[src/rtl/uart_rx.sv]
// uart_rx: oversampled UART receiver with a one-entry valid/ready output register
module uart_rx #(
  parameter int DATA_BITS  = 8,
  parameter int SAMPLE     = 16,
  parameter int PARITY_EN  = 0,
  parameter int PARITY_ODD = 0,
  parameter int STOP_BITS  = 1
) (
  input  logic                 clk,
  input  logic                 reset_n,
  input  logic                 sample_clk,
  input  logic                 rx,
  input  logic                 rx_ready,
  output logic [DATA_BITS-1:0] rx_data,
  output logic                 rx_valid,
  output logic                 busy,
  output logic                 frame_err,
  output logic                 parity_err,
  output logic                 overrun
);
  localparam int TW = $clog2(SAMPLE);
  localparam int BW = $clog2(DATA_BITS + 1);
  localparam logic [TW-1:0] T_MID  = TW'(SAMPLE / 2 - 1);
  localparam logic [TW-1:0] T_END  = TW'(SAMPLE - 1);
  localparam logic [BW-1:0] B_LAST = BW'(DATA_BITS - 1);

  typedef enum logic [2:0] {IDLE, START, DATA, PARITY, STOP} state_t;

  state_t               state_q;
  logic [1:0]           sync_q;
  logic                 sc_q;
  logic                 rx_prev_q;
  logic                 par_err_q;
  logic [TW-1:0]        tick_cnt_q;
  logic [TW-1:0]        tick_cnt_d;
  logic [BW-1:0]        bit_cnt_q;
  logic [DATA_BITS-1:0] shift_q;
  logic                 rx_s;
  logic                 tick;
  logic                 at_mid;
  logic                 at_end;
  logic                 last_stop;
  logic                 deliver_d;
  logic                 par_bad_d;

  // Tick detection, counter wrap and frame-completion decode
  always_comb begin
    rx_s       = sync_q[1];
    tick       = sample_clk ^ sc_q;
    at_mid     = tick_cnt_q == T_MID;
    at_end     = tick_cnt_q == T_END;
    tick_cnt_d = at_end ? '0 : tick_cnt_q + TW'(1);
    last_stop  = (STOP_BITS == 1) || (bit_cnt_q == BW'(1));
    par_bad_d  = (^shift_q ^ rx_s) != 1'(PARITY_ODD);
    deliver_d  = tick && state_q == STOP && at_end && rx_s && last_stop && !par_err_q;
  end

  // Line synchroniser, sample_clk edge history and per-tick line history
  always_ff @(posedge clk or negedge reset_n)
    if (!reset_n) begin
      sync_q    <= 2'b11;
      sc_q      <= 1'b0;
      rx_prev_q <= 1'b1;
    end else begin
      sync_q <= {sync_q[0], rx};
      sc_q   <= sample_clk;
      if (tick) rx_prev_q <= rx_s;
    end

  // Frame FSM with registered status, error pulses and output handshake
  always_ff @(posedge clk or negedge reset_n)
    if (!reset_n) begin
      state_q    <= IDLE;
      tick_cnt_q <= '0;
      bit_cnt_q  <= '0;
      shift_q    <= '0;
      par_err_q  <= 1'b0;
      rx_data    <= '0;
      rx_valid   <= 1'b0;
      busy       <= 1'b0;
      frame_err  <= 1'b0;
      parity_err <= 1'b0;
      overrun    <= 1'b0;
    end else begin
      frame_err  <= 1'b0;
      parity_err <= 1'b0;
      overrun    <= deliver_d && rx_valid && !rx_ready;
      if (deliver_d && (!rx_valid || rx_ready)) begin
        rx_data  <= shift_q;
        rx_valid <= 1'b1;
      end else if (rx_ready) begin
        rx_valid <= 1'b0;
      end
      if (tick) begin
        case (state_q)
          IDLE: if (rx_prev_q && !rx_s) begin
            state_q    <= START;
            tick_cnt_q <= '0;
            busy       <= 1'b1;
          end
          START: begin
            tick_cnt_q <= tick_cnt_d;
            if (at_mid) begin
              tick_cnt_q <= '0;
              bit_cnt_q  <= '0;
              par_err_q  <= 1'b0;
              state_q    <= rx_s ? IDLE : DATA;
              busy       <= !rx_s;
            end
          end
          DATA: begin
            tick_cnt_q <= tick_cnt_d;
            if (at_end) begin
              shift_q   <= {rx_s, shift_q[DATA_BITS-1:1]};
              bit_cnt_q <= bit_cnt_q + BW'(1);
              if (bit_cnt_q == B_LAST) begin
                bit_cnt_q <= '0;
                state_q   <= (PARITY_EN != 0) ? PARITY : STOP;
              end
            end
          end
          PARITY: begin
            tick_cnt_q <= tick_cnt_d;
            if (at_end) begin
              par_err_q <= par_bad_d;
              state_q   <= STOP;
            end
          end
          STOP: begin
            tick_cnt_q <= tick_cnt_d;
            if (at_end) begin
              bit_cnt_q <= bit_cnt_q + BW'(1);
              if (!rx_s || last_stop) begin
                state_q    <= IDLE;
                busy       <= 1'b0;
                bit_cnt_q  <= '0;
                frame_err  <= !rx_s;
                parity_err <= rx_s && par_err_q;
              end
            end
          end
          default: state_q <= IDLE;
        endcase
      end
    end
endmodule

[config.mk]
export PLATFORM = sky130hd
export DESIGN_NAME = uart_rx
export DESIGN_NICKNAME = d
export VERILOG_FILES = /design/src/rtl/uart_rx.sv
export SDC_FILE = /design/constraint.sdc
export NUM_CORES = 1
export LEC_CHECK = 0
export BUFFER_PORTS_ARGS = -buffer_cell sky130_fd_sc_hd__buf_2
export CAP_MARGIN = 5
export CORE_MARGIN = 2
export CORE_UTILIZATION = 40
export CTS_BUF_LIST = sky130_fd_sc_hd__clkbuf_16
export CTS_CLUSTER_DIAMETER = 50
export DETAILED_ROUTE_END_ITERATION = 16
export GPL_TIMING_DRIVEN = 0
export SLEW_MARGIN = 20
export SYNTH_ARGS = -nofsm -noshare
export SYNTH_HDL_FRONTEND = slang
export SYNTH_SLANG_ARGS = --single-unit
[constraint.sdc]
create_clock -name clk -period 2.2 [get_ports clk]
set_input_delay 0 -clock clk [delete_from_list [all_inputs] [get_ports clk]]
set_output_delay 0 -clock clk [all_outputs]
set_load 0.02 [all_outputs]
Yosys cells after proc, flatten, opt, wreduce, memory -nomap -nowiden
Index checks and enable logic that the tools add are counted.

storage, ports and cells
  bits of input ports = 5
  output and inout bits = 13
  register bits = 37
  word-level logic and storage cells = 91

cells by class
  equal/unequal tests = 13
  reduce and logical (&&, ||, !) cells = 28
  mux-type cells = 32
  bitwise gates (word level) = 2
  add/subtract/negate cells = 2

operator list
  cell                                                 count
  two-way mux 4 bit                                    7
  case mux 4 bit (3 select lines)                      2
  two-way mux 3 bit                                    6
  case mux 3 bit (5 select lines)                      1
  two-way mux 1 bit                                    13
  != test 2 bit, second input constant                 6
  AND reduction 5 bit                                  2
  logical AND 1 bit                                    9
  nonzero test 3 bit                                   3
  adder 4 x 1 -> 4 bit, second input constant          2
  equality test 4 x 3 -> 1 bit, second input constant  2
  XOR reduction 8 bit                                  1
  AND reduction 7 bit                                  1
  equality test 3 x 2 -> 1 bit, second input constant  2
  AND reduction 3 bit                                  2
  equality test 4 bit, second input constant           1
  zero test 1 bit                                      4
  AND reduction 4 bit                                  1
  nonzero test 2 bit                                   2
  equality test 3 x 1 -> 1 bit, second input constant  1
  equality test 3 bit, second input constant           1
  zero test 3 bit                                      1
  case mux 1 bit (3 select lines)                      1
  OR reduction 3 bit                                   1
  4 further kinds                                      5

Logic depth before layout (Yosys ltp)
  word-level depth = 7
  depth in mapped cells = 6
  mapped depth without buffers = 5

Least setup slack after synthesis
OpenSTA, ideal clock, no wires.

  path kind = flip-flop to flip-flop
  start point = reg tick_cnt_q[0]
  end point = reg rx_data[0]
  setup slack = 0.368 ns
  stages on the path, launching flop included = 6
  period minus slack after synthesis = 1.832 ns
  data required time = 2.075 ns
  path buffers = 0
  setup time = 0.125 ns
  data arrival time = 1.707 ns
  path through = dfrtp_1 -> ha_1 -> and3_1 -> nand4b_2 -> nor3b_4 -> mux2_2

on the way
  longest elaborated chain between the ends = 5

ends and longest elaborated chain
  what                            line  source
  start, declared                 34    logic [TW-1:0] tick_cnt_q;
  start signal, assigned          102   tick_cnt_q <= tick_cnt_d;
  start signal, assigned          112   tick_cnt_q <= tick_cnt_d;
  start signal, assigned          123   tick_cnt_q <= tick_cnt_d;
  equality test 4 bit             51    at_end = tick_cnt_q == T_END;
  logical AND 1 bit (3 in a row)  55    deliver_d = tick && state_q == STOP && at_end && rx_s && last_stop && !par_err_q;
  logical AND 1 bit               88    if (deliver_d && (!rx_valid || rx_ready)) begin
  end signal, assigned            89    rx_data <= shift_q;
  end, declared                   14    output logic [DATA_BITS-1:0] rx_data,

No other way between the ends.
A chain may end at the register's enable or synchronous reset.

Worst setup path after layout
  start point = reg tick_cnt_q[0]
  end point = reg rx_data[7]

Same word-level chain as after synthesis.

==> results.json <==
{
  "synth_cells": 161,
  "wire_per_inst_um": 13.7,
  "synth_edf_count": 0,
  "tritoncts": "yes",
  "io_buffers": 17,
  "p_int_w": 0.00153,
  "powerDensity_nw_per_um2": 1050,
  "drtIter0Drc": 30,
  "end_kind": "flip-flop",
  "start_util": 0.420,
  "path_cells": "ha_1 -> and3_1 -> nand4b_2 -> nor3b_4 -> buf_12 -> mux2_2",
  "max_slew_margin": 0.467,
  "utilization": 0.497,
  "h-tree-depth": 2,
  "fmax_ghz": 0.483,
  "worstHoldPathCells": 3,
  "synth_nets": 168,
  "ys_ff_latch": 37,
  "status": "complete, no violations",
  "cts.sinks": 37,
  "layout.nets": 196,
  "vias": 1290,
  "fin_crit_ns": 2.07,
  "setup_viol": 0,
  "leakagePower_nw": 1.03,
  "syn_to_final_growth_pct": 18.5,
  "hold_viol": 0,
  "crit_path_start_kind": "flip-flop",
  "yosys.area.top_type": "dfrtp_1",
  "grt_pass1_wl_mm": 6.00,
  "max_stage_delay_ns": 0.41,
  "grt_max_degree": 38,
  "vias_per_cell": 5.33,
  "die_w_um": 71.8,
  "power_frac_comb": 0.312,
  "synthTopCellsByArea": "dfrtp_1 (46%), mux2_2 (11%), dfstp_2 (4.3%), xnor2_1 (2.9%), nand2_1 (2.2%)",
  "crit_required_ns": 2.36,
  "grt-ovfl-total": 0,
  "rsz0062_at_grt": "no",
  "clk_pin_slew_ns": 0.05,
  "synth_top_area_frac": 0.462,
  "clock_latency_ns": 0.28,
  "n_antenna_cell": 0,
  "r2r_cells": 6,
  "cts_buffers": 5,
  "clockRootBuffer": "clkbuf_16",
  "ant_nets": 0,
  "p_sw_frac": 0.335,
  "syn_avg_cell_area_um2": 11.4,
  "power_switching_w": 0.000771,
  "yosys_warnings": 0,
  "cts_resized": 0,
  "synth_area_um2": 1840,
  "fin_crit_sh": 0.941,
  "die_y_um": 71.8,
  "first_pass_iters": 4,
  "grt_pass1_vias": 1294,
  "antenna_found_initial": 0,
  "gp_congestion": 0.841,
  "row_count": 24,
  "critical_path.slowest_cell": "dfrtp_1",
  "final_max_slew_viol_count": 0,
  "boundaryPins": 18,
  "synth_ff_type": "dfrtp_1",
  "drive_above_1_share": 0.279,
  "ir_drop_mv": 0.599,
  "yosysSeqAreaShare": 0.505,
  "cp_max_fo": 8,
  "dp_hpwl_mm": 2.34,
  "ys_types": 46,
  "worst_pin_slew_ns": 0.799,
  "skew_ns": 0.00547,
  "seqPwrFrac": 0.396,
  "async_flop_share": 1.00,
  "max_cap_viol_count": 0,
  "totalWireLength_mm": 3.32,
  "core_area_um2": 4380,
  "grt_use_total": 0.151,
  "finalHoldWorstSlack_ns": 0.0274,
  "crit_type": "flip-flop to flip-flop",
  "finalSetupTns_ns": 0,
  "clockBufferDepth": 2,
  "drc": 0,
  "clkPwrFrac": 0.292,
  "power.total_w": 0.00230,
  "die-area_um2": 5160,
  "hp-class": "input pin to flip-flop",
  "crit_arrival_ns": 2.23
}
-- logic make-up after synthesis --
kind of cell / count (synthesis) / synth area share
muxes: 20 / 0.121
AOI/OAI and AO/OA: 31 / 0.115
and+or+nand+nor: 52 / 0.174
DFF: 37 / 0.505
adders and majority gates: 2 / 0.0136
xor gates and xnor gates: 8 / 0.0455
buffers and inverters: 11 / 0.0258
-- critical path: cells and delay by family, from the launching register on --
| family | cells | cell delay, ns |
|---|---|---|
| DFF | 1 | 0.41 |
| buffers and inverters | 1 | 0.15 |
| muxes | 1 | 0.33 |
| adders and majority gates | 1 | 0.29 |
| and+or+nand+nor | 3 | 0.76 |
-- worst paths after layout --
check / from / endpoint / slack, ns
min reg2reg: sync_q[0] / sync_q[1] / 0.36
max in group asynchronous: reset_n / rx_valid / 1.34
min in group asynchronous: reset_n / tick_cnt_q[0] / 0.35
max reg2reg: tick_cnt_q[0] / rx_data[7] / 0.13
min: rx_ready / overrun / 0.03
max: tick_cnt_q[0] / rx_data[7] / 0.13
-- what timing repair did --
action,CTS,global route
hold buffers,3,0
buffers inserted,0,1
setup endpoints to repair,0,8
endpoints found under the hold margin,36,0
-- metrics by stage --
| stage | instances | setup slack (ns) | area, um2 |
|---|---|---|---|
| global route | 242 | 0.0113 | 2180 |
| CTS | 241 | 0.0382 | 2160 |
| global placement | 230 | 0.0961 | 1990 |
| detailed placement | 230 | 0.0375 | 1990 |
| finish | 242 | 0.130 | 2180 |
| floorplan | 161 | 0.368 | 1840 |
-- flip-flops by register name, indices dropped and copies added, names as in the netlist --
signal	flops
bit_cnt_q	4
busy	1
frame_err	1
overrun	1
par_err_q	1
parity_err	1
rx_data	8
rx_prev_q	1
rx_valid	1
sc_q	1
shift_q	8
state_q	3
sync_q	2
tick_cnt_q	4
-- area by class of cell --
class	instances	area (um2)
fill	402	2200
sequential	37	930
multi-input combinational	113	863
timing repair buffer	21	135
clock buffer	5	125
tap	52	65.1
buffer	6	28.8
inverter	5	18.8
clock inverter	3	15.0
-- power by group through the flow --
stage	combinational (W)	sequential, W	clock (W)
finish	0.000718	0.000910	0.000671
global route	0.000811	0.000931	0.000726
CTS	0.000721	0.000908	0.000688
detailed placement	0.000715	0.000916	0
global placement	0.000689	0.000912	0
floorplan	0.000559	0.000906	0
-- placed cells by master (no fill, tap or decap), types with 2 or more instances in the layout --
cell type / instances
a211oi_1: 2
nand2b_1: 6
nand2_1: 11
a31oi_1: 2
o21ai_0: 7
ha_1: 2
mux2i_1: 2
mux2_2: 18
a21oi_1: 4
buf_2: 19
dlygate4sd3_1: 3
o2111ai_1: 2
clkbuf_16: 5
dfstp_2: 3
inv_1: 6
or3_1: 4
clkbuf_1: 3
xnor2_1: 6
nor2_1: 9
o31ai_1: 2
o211ai_1: 3
a211o_1: 2
nand3b_1: 3
nor3b_2: 2
nand3_1: 5
dfrtp_1: 34
-- layer usage --
layer | part of all wire | vias up | global-route usage | routed length, um
li1 | - | 640 | - | -
met1 | 0.49 | 626 | 0.194 | 1620
met2 | 0.46 | 22 | 0.238 | 1540
met3 | 0.044 | 2 | 0.0478 | 146
met4 | 0.0057 | 0 | 0.0587 | 19
met5 | 0 | - | 0 | 0
-- cells in the mapped netlist, types with 2 or more instances --
master / number
nor3b_2: 2
nand3_1: 5
or3_1: 4
o2111ai_1: 2
xnor2_1: 6
mux2_2: 18
a211oi_1: 2
a211o_1: 2
clkbuf_1: 3
nand3b_1: 3
o211ai_1: 3
o31ai_1: 2
mux2i_1: 2
nand2_1: 11
a21oi_1: 4
dfrtp_1: 34
inv_1: 5
nand2b_1: 6
buf_2: 2
a31oi_1: 2
dfstp_2: 3
o21ai_0: 7
ha_1: 2
nor2_1: 9
(Power assumes the default switching activity.)
